==> config.mk <==
export PLATFORM = sky130hd
export DESIGN_NAME = nonce_select
export DESIGN_NICKNAME = d
export VERILOG_FILES = /design/src/rtl/nonce_select.sv
export SDC_FILE = /design/constraint.sdc
export NUM_CORES = 1
export LEC_CHECK = 0
export CAP_MARGIN = 5
export CELL_PAD_IN_SITES_DETAIL_PLACEMENT = 1
export CELL_PAD_IN_SITES_GLOBAL_PLACEMENT = 1
export CORE_AREA = 2 2 146 148
export DETAILED_ROUTE_END_ITERATION = 10
export DIE_AREA = 0 0 148 150
export GPL_TIMING_DRIVEN = 1
export PLACE_DENSITY_LB_ADDON = 0.1
export SLEW_MARGIN = 25
export SYNTH_ARGS = -nofsm -noshare
export SYNTH_HDL_FRONTEND = slang
export SYNTH_SLANG_ARGS = --single-unit
==> constraint.sdc <==
create_clock -name clk -period 2.8 [get_ports clk]
set_clock_uncertainty 0.05 [all_clocks]
set_input_delay 0.28 -clock clk [delete_from_list [all_inputs] [get_ports clk]]
set_output_delay 0.28 -clock clk [all_outputs]
set_load 0.005 [all_outputs]
==> src/rtl/nonce_select.sv <==
// Scans NUM_NONCES hash words from shared memory, keeps the smallest one and its
// index, compares it against the latched target and writes a two-word result record.
module nonce_select #(
    parameter int NUM_NONCES = 16
) (
    input  logic        clk,
    input  logic        reset_n,
    input  logic        start,
    input  logic [15:0] hash_addr,
    input  logic [15:0] result_addr,
    input  logic [31:0] target,
    output logic        done,
    output logic        found,
    output logic [7:0]  best_nonce,
    output logic [31:0] best_hash,
    output logic        mem_clk,
    output logic        mem_we,
    output logic [15:0] mem_addr,
    output logic [31:0] mem_write_data,
    input  logic [31:0] mem_read_data
);

    localparam int CW = $clog2(NUM_NONCES + 1);
    localparam logic [CW-1:0] CNT_END  = CW'(NUM_NONCES);
    localparam logic [CW-1:0] CNT_LAST = CW'(NUM_NONCES - 1);

    typedef enum logic [2:0] {IDLE, SCAN, WR0, WR1, FIN} state_t;

    state_t        state, state_d;
    logic [31:0]   target_q, target_d;
    logic [CW-1:0] issue_cnt, issue_cnt_d;
    logic [CW-1:0] cap_cnt, cap_cnt_d;
    // vld_pipe[0]: address issued this edge; vld_pipe[1]: read data arrives next edge
    logic [1:0]    vld_pipe, vld_pipe_d;
    logic          done_d, found_d, mem_we_d;
    logic [7:0]    best_nonce_d;
    logic [31:0]   best_hash_d, mem_write_data_d;
    logic [15:0]   mem_addr_d;

    assign mem_clk = clk;

    always_ff @(posedge clk or negedge reset_n) begin
        if (!reset_n) begin
            state          <= IDLE;
            target_q       <= '0;
            issue_cnt      <= '0;
            cap_cnt        <= '0;
            vld_pipe       <= '0;
            done           <= 1'b0;
            found          <= 1'b0;
            best_nonce     <= '0;
            best_hash      <= 32'hFFFF_FFFF;
            mem_we         <= 1'b0;
            mem_addr       <= '0;
            mem_write_data <= '0;
        end else begin
            state          <= state_d;
            target_q       <= target_d;
            issue_cnt      <= issue_cnt_d;
            cap_cnt        <= cap_cnt_d;
            vld_pipe       <= vld_pipe_d;
            done           <= done_d;
            found          <= found_d;
            best_nonce     <= best_nonce_d;
            best_hash      <= best_hash_d;
            mem_we         <= mem_we_d;
            mem_addr       <= mem_addr_d;
            mem_write_data <= mem_write_data_d;
        end
    end

    always_comb begin
        state_d          = state;
        target_d         = target_q;
        issue_cnt_d      = issue_cnt;
        cap_cnt_d        = cap_cnt;
        vld_pipe_d       = vld_pipe;
        done_d           = 1'b0;
        found_d          = found;
        best_nonce_d     = best_nonce;
        best_hash_d      = best_hash;
        mem_we_d         = 1'b0;
        mem_addr_d       = mem_addr;
        mem_write_data_d = mem_write_data;

        case (state)
            IDLE: begin
                if (start) begin
                    target_d     = target;
                    mem_addr_d   = hash_addr;
                    issue_cnt_d  = CW'(1);
                    cap_cnt_d    = '0;
                    best_hash_d  = 32'hFFFF_FFFF;
                    best_nonce_d = '0;
                    vld_pipe_d   = 2'b01;
                    state_d      = SCAN;
                end
            end
            SCAN: begin
                vld_pipe_d = {vld_pipe[0], 1'b0};
                if (issue_cnt < CNT_END) begin
                    mem_addr_d    = hash_addr + 16'(issue_cnt);
                    issue_cnt_d   = issue_cnt + CW'(1);
                    vld_pipe_d[0] = 1'b1;
                end
                if (vld_pipe[1]) begin
                    // strict compare so ties keep the earlier nonce
                    if (mem_read_data < best_hash) begin
                        best_hash_d  = mem_read_data;
                        best_nonce_d = 8'(cap_cnt);
                    end
                    cap_cnt_d = cap_cnt + CW'(1);
                    if (cap_cnt == CNT_LAST) state_d = WR0;
                end
            end
            WR0: begin
                vld_pipe_d       = '0;
                found_d          = best_hash < target_q;
                mem_we_d         = 1'b1;
                mem_addr_d       = result_addr;
                mem_write_data_d = {found_d, 23'b0, best_nonce};
                state_d          = WR1;
            end
            WR1: begin
                mem_we_d         = 1'b1;
                mem_addr_d       = result_addr + 16'd1;
                mem_write_data_d = best_hash;
                state_d          = FIN;
            end
            FIN: begin
                done_d  = 1'b1;
                state_d = IDLE;
            end
            default: state_d = IDLE;
        endcase
    end

endmodule

# == Word-level counts from Yosys, hierarchy flattened ==
# Cells that the tools add are included.
# totals
inputBits,99
output_inout_bits,92
ff_bits,138
# op_classes
muxes,27
eq_ne,10
n_reduce_logical,13
n_lt_le_gt_ge,3
add_sub_neg,4
# op_table
operator,n
32-bit one-hot mux with 2 select lines,2
32-bit two-way mux,3
32-bit less-than comparator,2
16-bit one-hot mux with 4 select lines,1
16-bit two-way mux,2
8-bit two-way mux,3
5-bit two-way mux,4
5-bit one-hot mux with 2 select lines,2
16-bit by 1-bit adder with 16-bit output (second input constant),1
16-bit by 5-bit adder with 16-bit output,1
8-bit one-hot mux with 2 select lines,1
3-bit one-hot mux with 4 select lines,1
3-bit AND reduction,4
5-bit by 1-bit adder with 5-bit output (second input constant),2
2-bit inequality test (second input constant),5
3-bit two-way mux,3
3-bit by 2-bit == test with 1-bit output (second input constant),2
2-bit one-hot mux with 3 select lines,1
5-bit by 4-bit == test with 1-bit output (second input constant),1
5-bit less-than comparator (second input constant),1
2-bit AND reduction,2
4-bit AND reduction,1
2-bit nonzero test,2
4-bit nonzero test,1
7 further kinds,9

# == Longest topological paths before layout ==
# Gate-level depths: netlist of run 1.
# depth
ltp_word,4
ltp_mapped,10

==> results.yml, run 1 <==
status:
  status: "complete, no violations"
drt:
  first_iter_violations: 216
  ant_nets: 0
  vias: 6835
  wl_mm: 24.4
  wl_per_cell_um: 18.5
  drt_first_pass_iters: 5
  drcViolationCount: 0
  vias_per_cell: 5.20
logic_synthesis:
  synthFlopType: "dfrtp_1"
  ys_seq_area_share_pct: 44.4
  syn_area_per_cell_sq_um: 9.39
  synth_warnings: 0
  synth_edf_count: 0
  postSynthCellCount: 821
  synthTopCellsByCount: "nand2_1 (114), dfrtp_1 (103), inv_1 (79)"
  synthArstFlopShare_pct: 100
  synth_area_leaders: "dfrtp_1 (33%), ha_1 (12%), dfstp_2 (11%)"
  synth.most_common_cell: "nand2_1"
  synth_seq_cells: 135
  synth_cell_types: 61
  synth_top_cell_area_share_pct: 33.4
  syn-cell-area_sq_um: 7710
  synth_top_area_cell: "dfrtp_1"
placement:
  place_ws_ns: -0.0810
  hpwl_mm: 18.0
  gp_congestion: 0.841
  portBuffers: 187
  dpl.cell_count: 1276
die:
  die_w_um: 148
  dieArea_sq_um: 22200
  start_util_pct: 37.2
  pin_count: 191
  dieHeight_um: 150
  row_count: 53
  core_area_sq_um: 20700
finish:
  ff_latch_area_sq_um: 3420
  stdcell_count: 1315
  multi_input_area_sq_um: 3800
  drive_gt1_share_pct: 10.7
  area_growth_syn_to_layout_pct: 39.7
  final_nets: 1197
  fill_cells: 2339
power_and_ir_drop:
  p_leak_nw: 4.80
  ir_drop_uv: 566
  power.total_mw: 12.1
  p_per_area_nw_per_um2: 1130
clock_tree:
  cts_tree: "built"
  path_clk_slew_ns: 0.06
  clk_latency_ns: 0.54
critical_path:
  cp.arrival_ns: 3.11
  start_kind: "flop"
  cpPeakStageDelay_ns: 0.56
  path_cells: "inv_1 > ha_1 > nand4_1 > or4_4 > a311o_1 > a21o_1 > buf_12 > o22a_1"
  critPathKind: "reg -> reg"
  slowest_stage: "dfstp_2"
  cp-end-kind: "flop"
  crit_fanout: 18
  path_delay_family: "compound AO/OA/AOI/OAI gates"
  required_ns: 3.21
  path_buf_inv: 2
global_route:
  overflow: 0
  grt_pass1_wl_mm: 39.3
  grt.total_usage_pct: 23.0
  grt_pass1_vias: 7184
  antenna_found_initial: 1
  grt_max_degree: 71
timing:
  slew-limit-headroom_pct: 48.7
  max_freq_mhz: 370
  drv_slew: 0
  layout_min_cycle_time_ns: 2.70
  period_share_pct: 96.5
  tightest_slew_ns: 0.770
  finalSetupViolations: 0
  fin_ws_ns: 0.0970
  finalHoldViolCount: 0
run:
  max-cap-violations: 0
min_path:
  hold_path.class: "in -> async"
## cell families (layout without fill, tap and decap cells)
| group | Yosys count | in the layout | share of synthesized area, % |
|---|---|---|---|
| simple gates | 231 | 231 | 14.1 |
| compound gates | 227 | 227 | 19.2 |
| flops | 135 | 135 | 44.4 |
| buf+inv | 122 | 338 | 6.62 |
| fa+ha+maj | 72 | 72 | 11.8 |
| xor+xnor | 24 | 24 | 2.73 |
| mux | 9 | 9 | 1.17 |
| other cells | 1 | 4 | 0.0487 |
## power breakdown
part	switching, mW	internal, mW	total (mW)
clock	0.925	1.69	2.62
combinational	2.95	2.91	5.86
sequential	0.640	3.01	3.65
## path summary, 6_finish.rpt
path / startpoint / cells past startpoint / slack [ns] / end
max: best_hash[27]$_DFFE_PN1P_ / 8 / 0.1 / best_hash[12]$_DFFE_PN1P_
min: reset_n / 2 / 0.21 / mem_addr[14]$_DFFE_PN0P_
max reg2reg: best_hash[27]$_DFFE_PN1P_ / 8 / 0.1 / best_hash[12]$_DFFE_PN1P_
min reg2reg: mem_write_data[6]$_DFFE_PN0N_ / 2 / 0.42 / mem_write_data[6]$_DFFE_PN0N_
max in group asynchronous: reset_n / 3 / 1.70 / best_hash[0]$_DFFE_PN1P_
min in group clk: target[8] / 3 / 0.25 / target_q[8]$_DFFE_PN0P_
## registers in the layout, summed over array words and instances (netlist names)
register and flops:
vld_pipe 2, mem_we 1, best_nonce 5, mem_addr 16
mem_write_data 32, best_hash 32, found 1, state 3
issue_cnt 5, done 1, cap_cnt 5, target_q 32
## per-stage QoR
| step | cell area, sq um | hold slack [ns] | TNS [ns] | utilization [%] |
|---|---|---|---|---|
| 2_1_floorplan | 7710 | -0.0656 | 0 | - |
| 3_3_place_gp | 10000 | 0.216 | -1.64 | 48.5 |
| 5_1_grt | 10800 | 0.241 | -0.00195 | 52.0 |
| 3_5_place_dp | 10000 | 0.216 | -2.37 | 48.5 |
| 6_report | 10800 | 0.209 | 0 | 52.0 |
| 4_1_cts | 10700 | 0.215 | 0 | 51.9 |
## metal layers
metal	wire length [um]	part of all wire, %	vias to the layer above	track usage (%)
li1	-	-	3319	-
met1	11600	47	3341	31.1
met2	11500	47	153	36.7
met3	993	4.1	22	4.54
met4	299	1.2	0	8.19
met5	0	0	-	0
## placed cells by master, fill, tap and decap left out, types with 5 or more instances in the layout
cell	synthesis	layout
clkdlybuf4s50_1	0	186
dfrtp_1	103	103
buf_12	0	5
and4_1	8	8
o21ai_0	65	65
nand4_1	16	16
xor2_1	7	7
xnor2_1	17	17
o22a_1	32	32
nor2_1	30	30
clkbuf_16	0	20
and3_1	6	6
nor3_1	11	11
o31ai_1	32	32
ha_1	71	71
buf_4	4	30
inv_1	79	79
dfstp_2	32	32
nand2b_1	6	5
a21oi_1	45	45
mux2i_1	9	9
a211oi_1	6	6
nand3_1	20	20
nand2_1	114	114
o22ai_1	10	10
## cell type report
class	count	share of cell area (%)
multi-input combinational	566	35.3
sequential	135	31.8
timing repair buffer	222	20.4
clock buffer	23	4.81
tap	275	3.20
inverter	80	2.79
clock inverter	13	1.67
antenna	1	0.0232
## timing repair
action                                  4_1_cts  5_1_grt
hold endpoints to repair                     37        0
endpoints found under the setup margin        0       31
hold buffers                                  1        0
resized for setup                             0        2
buffers inserted                              0        2
Note: power is estimated with default switching activity, not from simulation.
==> inputs of run 2 (changes only) <==
--- a/config.mk
+++ b/config.mk
@@ -13,7 +13,7 @@
 export DIE_AREA = 0 0 148 150
 export GPL_TIMING_DRIVEN = 1
 export PLACE_DENSITY_LB_ADDON = 0.1
-export SLEW_MARGIN = 25
+export SLEW_MARGIN = 20
 export SYNTH_ARGS = -nofsm -noshare
 export SYNTH_HDL_FRONTEND = slang
 export SYNTH_SLANG_ARGS = --single-unit
==> results of run 2 <==
No change in the layout: final DEF, timing and power equal those of run 1.
==> inputs of run 3 (changes only) <==
==> config.mk (replaced) <==
export PLATFORM = sky130hd
export DESIGN_NAME = nonce_select
export DESIGN_NICKNAME = d
export VERILOG_FILES = /design/src/rtl/nonce_select.sv
export SDC_FILE = /design/constraint.sdc
export NUM_CORES = 1
export LEC_CHECK = 0
export CAP_MARGIN = 5
export CORE_AREA = 2 2 128 130
export DETAILED_ROUTE_END_ITERATION = 10
export DIE_AREA = 0 0 130 132
export GPL_TIMING_DRIVEN = 1
export PLACE_DENSITY = 0.79
export SLEW_MARGIN = 15
export SYNTH_ARGS = -nofsm -noshare
export SYNTH_HDL_FRONTEND = slang
export SYNTH_SLANG_ARGS = --single-unit
==> run 3 against run 2 <==
Clock-buffer cell count increased by 1; first-iteration DRC count is 94% higher; sequential cell count stayed put; sequential share of layout area rose by 0.42 points; hold slack better by 0.027 ns; global-route usage is 3.0 points higher; non-clock buffer count fell by 6; die area down 23%; cell count decreased by 5.0%; largest cell class unchanged; highest routed layer unchanged.
==> results.yml, run 3 (same netlist as run 1, synthesis figures left out) <==
run:
  max-cap-violations: 0
die:
  die_w_um: 130
  start_util_pct: 49.0
  dieArea_sq_um: 17200
  dieHeight_um: 132
  pin_count: 191
  row_count: 46
  core_area_sq_um: 15700
power_and_ir_drop:
  p_per_area_nw_per_um2: 1120
  ir_drop_uv: 784
  p_leak_nw: 4.77
finish:
  final_nets: 1191
  fin_area_sq_um: 10600
  area_growth_syn_to_layout_pct: 37.8
  antenna_cells: 0
  layout_common_cells: "clkdlybuf4s50_1 (186), nand2_1 (114), dfrtp_1 (103), inv_1 (79), ha_1 (71)"
  mostFrequentLayoutCell: "clkdlybuf4s50_1"
  drive_gt1_share_pct: 10.3
  stdcell_count: 1249
  fill_cells: 1200
  top_regs: "best_hash (32), mem_write_data (32), target_q (32)"
drt:
  wl_per_cell_um: 17.0
  wl_mm: 21.2
  drt_first_pass_iters: 5
  vias: 6832
  first_iter_violations: 418
  drcViolationCount: 0
  ant_nets: 0
  vias_per_cell: 5.47
clock_tree:
  path_clk_slew_ns: 0.06
  cts_tree: "built"
  postCtsSetupBuffers: 0
  clk_latency_ns: 0.54
placement:
  place_ws_ns: -0.0149
  dpl.cell_count: 1213
  gp_congestion: 0.892
  portBuffers: 187
  place_area_sq_um: 9930
  hpwl_mm: 15.9
timing:
  tightest_slew_ns: 0.738
  drv_slew: 0
  finalHoldViolCount: 0
  period_share_pct: 97.0
  max_freq_mhz: 368
  rsz0062_at_grt: "false"
  fin_ws_ns: 0.0837
  finalSetupViolations: 0
  slew-limit-headroom_pct: 50.4
  layout_min_cycle_time_ns: 2.72
critical_path:
  critPathKind: "reg -> reg"
  cp.arrival_ns: 3.14
  startpoint: "best_hash[27]$_DFFE_PN1P_"
  reg2reg_from: "best_hash[27]$_DFFE_PN1P_"
  cp-end-kind: "flop"
  required_ns: 3.22
  crit_fanout: 16
  start_kind: "flop"
global_route:
  grt_pass1_vias: 6891
  antenna_found_initial: 0
  grt.total_usage_pct: 26.0
  grt_pass1_wl_mm: 34.7
  grt_max_degree: 62
  overflow: 0
min_path:
  hold_path.class: "in -> async"
status:
  status: "complete, no violations"
==> run 3: power breakdown <==
part	switching, mW	leakage (nW)	internal [mW]
Clock	0.896	0.333	1.65
Sequential	0.644	1.64	3.01
Combinational	2.81	2.79	2.85
Total	4.35	4.77	7.50
==> run 3: critical path: stages, from the launching register on <==
cell,delay (ns)
dfstp_2,0.57
inv_1,0.08
ha_1,0.32
nand4_1,0.16
or4_4,0.55
a311o_1,0.30
a21o_1,0.21
buf_4,0.20
o22a_1,0.20
==> run 3: repair_timing <==
item,CTS,global route
endpoints found under the setup margin,0,11
hold buffers,1,0
gates resized for setup,0,1
hold endpoints to repair,49,0
==> run 3: per-layer routing <==
metal	share of wire, %	track usage [%]	up-vias
met4	2.1	9.38	0
met2	48	41.4	243
met5	0	0	-
li1	-	-	3312
met3	7.1	7.43	39
met1	43	33.7	3238
==> run 3: final timing paths <==
| kind | to | slack, ns | cells past startpoint |
|---|---|---|---|
| setup / recovery | best_hash[20]$_DFFE_PN1P_ | 0.08 | 8 |
| hold / removal | mem_addr[10]$_DFFE_PN0P_ | 0.24 | 2 |
| setup reg to reg | best_hash[20]$_DFFE_PN1P_ | 0.08 | 8 |
| hold reg to reg | target_q[0]$_DFFE_PN0P_ | 0.43 | 2 |
| max in group asynchronous | best_hash[2]$_DFFE_PN1P_ | 1.68 | 3 |
| min in group clk | target_q[11]$_DFFE_PN0P_ | 0.24 | 3 |
==> run 3: final cells by class <==
type                    instances  area [sq um]  area share (%)
clock buffers                  24           542            5.10
well taps                     216           270            2.54
multi-input cells             566          3800            35.8
flip-flops and latches        135          3420            32.2
repair buffers                216          2140            20.2
clock inverters                12           150            1.41
inverters                      80           300            2.83
==> run 3: stage by stage <==
stage / util [%] / hold slack (ns) / setup TNS (ns) / total power, mW
after floorplan: - / -0.0656 / 0 / 6.78
after global placement: 63.2 / 0.233 / 0 / 9.10
after detailed placement: 63.2 / 0.233 / -0.0854 / 9.31
after CTS: 67.6 / 0.228 / 0 / 11.9
after global routing: 67.6 / 0.246 / 0 / 12.8
final: 67.6 / 0.236 / 0 / 11.9
